===== src/rtl/mem_responder_pkg.sv =====
// Shared constants and types for the mem_responder memory slice.
package mem_responder_pkg;

    // RV32I funct3 size/sign codes for loads and stores
    localparam logic [2:0] F3_B  = 3'b000;
    localparam logic [2:0] F3_H  = 3'b001;
    localparam logic [2:0] F3_W  = 3'b010;
    localparam logic [2:0] F3_BU = 3'b100;
    localparam logic [2:0] F3_HU = 3'b101;

    typedef enum logic [1:0] {
        ST_IDLE = 2'd0,
        ST_WAIT = 2'd1,
        ST_DONE = 2'd2
    } state_t;

    typedef enum logic {
        PORT_FETCH = 1'b0,
        PORT_DATA  = 1'b1
    } port_t;

    // Stores only exist in byte, half and word flavours; the unsigned codes are load-only.
    function automatic logic store_size_ok(input logic [2:0] funct3);
        return (funct3 == F3_B) || (funct3 == F3_H) || (funct3 == F3_W);
    endfunction

endpackage


===== src/rtl/mem_lane_align.sv =====
// Byte-lane steering for RV32I loads and stores: byte enables and shifted write word
// for stores, extracted and extended value for loads, and the alignment/legality flag.
module mem_lane_align
    import mem_responder_pkg::*;
(
    input  logic [2:0]  funct3,
    input  logic [1:0]  addr_lo,
    input  logic [31:0] wdata,
    input  logic [31:0] rdword,
    output logic [3:0]  byte_en,
    output logic [31:0] wr_word,
    output logic [31:0] load_val,
    output logic        misalign
);

    logic [7:0]  rd_byte;
    logic [15:0] rd_half;

    // Pick the addressed byte and half out of the stored word
    always_comb begin
        rd_byte = rdword[{addr_lo, 3'b000} +: 8];
        rd_half = addr_lo[1] ? rdword[31:16] : rdword[15:0];
    end

    // Decode size and alignment; an illegal access produces no enables and a zero load value
    always_comb begin
        byte_en  = 4'b0000;
        wr_word  = 32'h0000_0000;
        load_val = 32'h0000_0000;
        misalign = 1'b0;
        case (funct3)
            F3_B, F3_BU: begin
                byte_en  = 4'b0001 << addr_lo;
                wr_word  = {4{wdata[7:0]}};
                load_val = {{24{rd_byte[7] & ~funct3[2]}}, rd_byte};
            end
            F3_H, F3_HU: begin
                if (addr_lo[0]) begin
                    misalign = 1'b1;
                end else begin
                    byte_en  = addr_lo[1] ? 4'b1100 : 4'b0011;
                    wr_word  = {2{wdata[15:0]}};
                    load_val = {{16{rd_half[15] & ~funct3[2]}}, rd_half};
                end
            end
            F3_W: begin
                if (addr_lo != 2'b00) begin
                    misalign = 1'b1;
                end else begin
                    byte_en  = 4'b1111;
                    wr_word  = wdata;
                    load_val = rdword;
                end
            end
            default: begin
                misalign = 1'b1;
            end
        endcase
    end

endmodule


===== src/rtl/mem_responder.sv =====
// Shared-RAM responder for the femtoRV32 fetch and load/store ports.
//
//   state   | meaning
//   --------+-------------------------------------------------------------
//   ST_IDLE | waiting for a request; arbitrates and latches the winner
//   ST_WAIT | down-counting wait states; access happens when count is 0
//   ST_DONE | ready pulse for the served port, then back to idle
//
// last_grant doubles as the identity of the port being served while busy.
module mem_responder
    import mem_responder_pkg::*;
#(
    parameter int ADDR_W  = 8,
    parameter int LATENCY = 1
)
(
    input  logic        clk,
    input  logic        rst,
    input  logic        if_req,
    input  logic [31:0] if_addr,
    output logic        if_ready,
    output logic [31:0] if_rdata,
    input  logic        d_req,
    input  logic        d_we,
    input  logic [2:0]  d_funct3,
    input  logic [31:0] d_addr,
    input  logic [31:0] d_wdata,
    output logic        d_ready,
    output logic [31:0] d_rdata,
    output logic        d_misalign,
    output logic        busy
);

    localparam int WORDS = 2 ** (ADDR_W - 2);
    localparam int CNT_W = (LATENCY > 1) ? $clog2(LATENCY) : 1;
    localparam logic [CNT_W-1:0] CNT_LOAD = CNT_W'(LATENCY - 1);

    state_t            state;
    logic [CNT_W-1:0]  cnt;
    port_t             last_grant;
    logic              lat_we;
    logic [2:0]        lat_funct3;
    logic [ADDR_W-1:0] lat_addr;
    logic [31:0]       lat_wdata;

    logic [31:0]       ram [WORDS];

    logic [31:0]       rd_word;
    logic [3:0]        byte_en;
    logic [31:0]       wr_word;
    logic [31:0]       load_val;
    logic              lane_err;
    logic              access_err;
    logic              access;
    logic              pick_data;
    logic              do_write;
    logic              unused_addr_hi;

    assign rd_word = ram[lat_addr[ADDR_W-1:2]];

    mem_lane_align u_lane_align (
        .funct3   (lat_funct3),
        .addr_lo  (lat_addr[1:0]),
        .wdata    (lat_wdata),
        .rdword   (rd_word),
        .byte_en  (byte_en),
        .wr_word  (wr_word),
        .load_val (load_val),
        .misalign (lane_err)
    );

    // Upper address bits fall outside the RAM and wrap away
    assign unused_addr_hi = ^{if_addr[31:ADDR_W], d_addr[31:ADDR_W]};

    // Access legality, terminal count, and round-robin pick (data wins a tie after a fetch)
    always_comb begin
        access_err = lane_err | (lat_we & ~store_size_ok(lat_funct3));
        access     = (state == ST_WAIT) && (cnt == '0);
        pick_data  = d_req && (!if_req || (last_grant == PORT_FETCH));
        do_write   = !rst && access && (last_grant == PORT_DATA) && lat_we && !access_err;
    end

    // RAM byte writes at the access edge; a reset on that same edge suppresses the write
    always_ff @(posedge clk) begin
        if (do_write) begin
            for (int b = 0; b < 4; b++) begin
                if (byte_en[b]) begin
                    ram[lat_addr[ADDR_W-1:2]][8*b +: 8] <= wr_word[8*b +: 8];
                end
            end
        end
    end

    // Sequencing FSM with arbiter, wait counter, request latches and registered outputs
    always_ff @(posedge clk) begin
        if (rst) begin
            state      <= ST_IDLE;
            cnt        <= '0;
            last_grant <= PORT_FETCH;
            lat_we     <= 1'b0;
            lat_funct3 <= F3_W;
            lat_addr   <= '0;
            lat_wdata  <= '0;
            if_ready   <= 1'b0;
            if_rdata   <= '0;
            d_ready    <= 1'b0;
            d_rdata    <= '0;
            d_misalign <= 1'b0;
            busy       <= 1'b0;
        end else begin
            if_ready   <= 1'b0;
            d_ready    <= 1'b0;
            d_misalign <= 1'b0;
            case (state)
                ST_IDLE: begin
                    if (if_req || d_req) begin
                        busy  <= 1'b1;
                        cnt   <= CNT_LOAD;
                        state <= ST_WAIT;
                        if (pick_data) begin
                            last_grant <= PORT_DATA;
                            lat_we     <= d_we;
                            lat_funct3 <= d_funct3;
                            lat_addr   <= d_addr[ADDR_W-1:0];
                            lat_wdata  <= d_wdata;
                        end else begin
                            last_grant <= PORT_FETCH;
                            lat_we     <= 1'b0;
                            lat_funct3 <= F3_W;
                            lat_addr   <= if_addr[ADDR_W-1:0];
                            lat_wdata  <= '0;
                        end
                    end
                end
                ST_WAIT: begin
                    if (cnt != '0) begin
                        cnt <= cnt - 1'b1;
                    end else begin
                        state <= ST_DONE;
                        if (last_grant == PORT_DATA) begin
                            d_ready    <= 1'b1;
                            d_misalign <= access_err;
                            d_rdata    <= (access_err || lat_we) ? 32'h0000_0000 : load_val;
                        end else begin
                            if_ready <= 1'b1;
                            if_rdata <= rd_word;
                        end
                    end
                end
                ST_DONE: begin
                    busy  <= 1'b0;
                    state <= ST_IDLE;
                end
                default: begin
                    busy  <= 1'b0;
                    state <= ST_IDLE;
                end
            endcase
        end
    end

endmodule

===== config.mk =====
export PLATFORM = sky130hd
export DESIGN_NAME = mem_responder
export DESIGN_NICKNAME = d
export VERILOG_FILES = /design/src/rtl/mem_responder_pkg.sv /design/src/rtl/mem_lane_align.sv /design/src/rtl/mem_responder.sv
export SDC_FILE = /design/constraint.sdc
export NUM_CORES = 2
export LEC_CHECK = 0
export CORE_UTILIZATION = 55
export DETAILED_ROUTE_END_ITERATION = 8
export PLACE_DENSITY = 0.72
export RECOVER_POWER = 50
export SLEW_MARGIN = 20
export SYNTH_ARGS = -nofsm -noshare
export SYNTH_HDL_FRONTEND = slang
export SYNTH_HIERARCHICAL = 1
export SYNTH_SLANG_ARGS = --single-unit

===== constraint.sdc =====
create_clock -name clk -period 3.6 [get_ports clk]
set_input_delay 0.72 -clock clk [delete_from_list [all_inputs] [get_ports clk]]
set_output_delay 0.72 -clock clk [all_outputs]
set_load 0.005 [all_outputs]

==> impl_metrics.yaml <==
drt:
  viasPerCell: 6.583
  vias: 48622
  drt_iter0_markers: 6853
  wl_met2_um: 110900
  wl_per_cell_um: 33.23
  met3_length_um: 32060
  drc: 0
  antenna_left: 0
  dr.pass1.iters: 7
  routed_wl_um: 245400
  top_layer: "met5"
  drt-met1-wl_um: 88480
cts:
  cts_tree: "built"
  h-tree-depth: 4
  clk_latency_ps: 850
  hold_buffers: 0
  root_buffer: "clkbuf_16"
  cts_sinks: 2169
  clk_pin_slew_ps: 60
  cts-buffers-inserted: 206
  cts_buffer_depth: 3
timing:
  post-route-min-period_ps: 3611
  worst_slack_ps: -10.57
  clock-skew-final_ps: 36.81
  final.setup.tns_ps: -191.4
  hold_viol: 0
  worst-slew-pin-transition_ps: 2097
  slew_violations: 130
  relSlewSlack_pct: -39.83
  setup_viol: 29
  fin_crit_sh_pct: 100.3
  fmax_ghz: 0.2770
  rsz0062_at_grt: "true"
floorplan:
  core.rowCount: 143
  start_util_pct: 55.69
  dieArea_mm2: 0.1561
  placeableCoreArea_mm2: 0.1526
  boundaryPins: 172
  die_h_um: 395.1
  die_w_um: 395.1
layout:
  design_area_mm2: 0.1009
  syn_to_final_growth_pct: 18.66
  instances_no_fill: 7386
  final_cell_mix: "2,048 x edfxtp_1, 599 x buf_4, 380 x mux4_2"
  final_common_cell: "edfxtp_1"
  utilization_pct: 66.09
  fillCellCount: 9818
  nets: 5266
  drive_above_1_share_pct: 29.58
global_routing:
  track_usage_pct: 31.20
  grt_pass1_wl_um: 341400
  antenna_found_initial: 9
  grt_pass1_vias: 47035
  grt_overflow: 0
  grt_max_degree: 85
power_and_ir_drop:
  p_per_area_mw_per_mm2: 557.2
  total_power_uw: 56200
  p_leak_uw: 0.03020
  ir_drop_mv: 0.5441
logic_synthesis:
  synth-edff-count: 2048
  ys_seq_elements: 2169
  synthFlopType: "edfxtp_1"
  synth_nets: 4522
  yosys_warnings: 6
  seq_area_frac_synth_pct: 75.20
  netlist_area_mm2: 0.08500
  synth_cell_types: 63
  synthesis.instances: 4418
  syn_avg_cell_area_um2: 19.24
  async_reset_ff_share_pct: 0
critical_path:
  cp-end-kind: "flip-flop"
  reg2reg_from: "lat_addr[0]"
  crit_type: "reg2reg"
  worstPathArrival_ps: 4260
  timing.rr.end: "ram[30][4]"
  ff2ff_path_depth: 5
  r2r_slack_ps: -10
  start_kind: "flip-flop"
  path_max_fanout: 30
  required_ps: 4250
run_status:
  violations: "capacitance limit, slew limit, setup timing"
  outcome: "complete, but fails checks"
worst_hold_path:
  holdPathStages: 2
  whs_endpoint: "state[1]"
  hold_start: "rst"
  min_path_type: "in2reg"
placed_design:
  dpl.cell_count: 6941
  port-buffer-count: 123
  dp.final_hpwl_um: 157800
  gp_congestion: 0.9728
  dpl_cell_area_mm2: 0.09297
run:
  maxCapViolations: 4
==> metal layers <==
layer  up-vias  global-route usage [%]
met1     24993                   41.75
met4        16                   14.75
met3       593                   10.50
met2      3358                   46.28
li1      19662                       -
met5         -                  0.8005
==> cell families (layout without fill, tap and decap cells) <==
logic type,count (synthesis),count (layout),share of synthesized area (%)
xor gates and xnor gates,1,1,0.01031
buffers and inverters,292,1215,2.065
AOI/OAI and AO/OA,580,580,5.445
other,0,15,0
muxes,671,671,13.62
DFF,2169,2169,75.20
and+or+nand+nor,705,705,3.659
==> worst max-delay path, cell delays in order, from the launching register on <==
cell	delay [ps]
dfxtp_1	310
buf_4	240
o22ai_1	190
clkbuf_1	570
and2_0	1590
buf_4	470
==> final cells by class <==
| type | instances | area (µm²) | share of cell area, % |
|---|---|---|---|
| Clock inverter | 117 | 1254 | 1.243 |
| Timing Repair Buffer | 824 | 7661 | 7.595 |
| Antenna cell | 15 | 37.54 | 0.03721 |
| Inverter | 4 | 15.01 | 0.01489 |
| Sequential cell | 2169 | 63930 | 63.39 |
| Multi-Input combinational cell | 1957 | 19880 | 19.71 |
| Clock buffer | 270 | 5548 | 5.500 |
| Tap cell | 2030 | 2540 | 2.518 |
==> cell usage after synthesis (all sizes together), types with 66 or more instances <==
library cell  instances  area [µm²]
edfxtp             2048       61500
mux4                381        8592
nor2                329        1235
mux2i               224        2242
nand2               183       696.9
a22oi               156        1171
buf                 155        1241
clkbuf              133       499.2
dfxtp               121        2422
a22o                 84       735.7
mux2                 66       743.2
==> worst max path at each step <==
| stage | depth (start not counted) | from | slack (ps) | end |
|---|---|---|---|---|
| global route | 13 | flip-flop | -40 | d_rdata[3] |
| detailed placement | 12 | flip-flop | -320 | d_rdata[16] |
| floorplan | 14 | flip-flop | 450 | d_rdata[1] |
| CTS | 13 | flip-flop | -4 | d_rdata[0] |
| finish | 5 | lat_addr[0] | -10 | ram[30][4] |
| global placement | 12 | flip-flop | -190 | d_rdata[18] |
==> registers in the layout (all words and copies together) (netlist names), named ones only <==
name	count
lat_we	1
state	2
lat_funct3	3
d_ready	1
lat_addr	8
last_grant	1
lat_wdata	32
d_misalign	1
d_rdata	32
busy	1
if_ready	1
ram	2048
if_rdata	32
==> repair_timing <==
item | in CTS | in global routing
resized for setup | 44 | 70
setup buffers | 11 | 23
hold endpoints to repair | 0 | 0
gates cloned | 5 | 4
pin swaps | 1 | 13
endpoints found under the setup margin | 32 | 32
==> metrics by stage <==
| stage | setup slack [ps] | hold WS (ps) |
|---|---|---|
| after global routing | -38.53 | 72.60 |
| final | -10.57 | 72.34 |
| after global placement | -190.9 | 465.3 |
| after CTS | -3.952 | 28.53 |
| after floorplan | 447.1 | 449.5 |
| after detailed placement | -323.1 | 467.5 |
==> power by group <==
group	switching, µW	internal (µW)
Combinational	3800	2780
Clock	9210	12600
Sequential	229	27600
(Power assumes the default switching activity.)
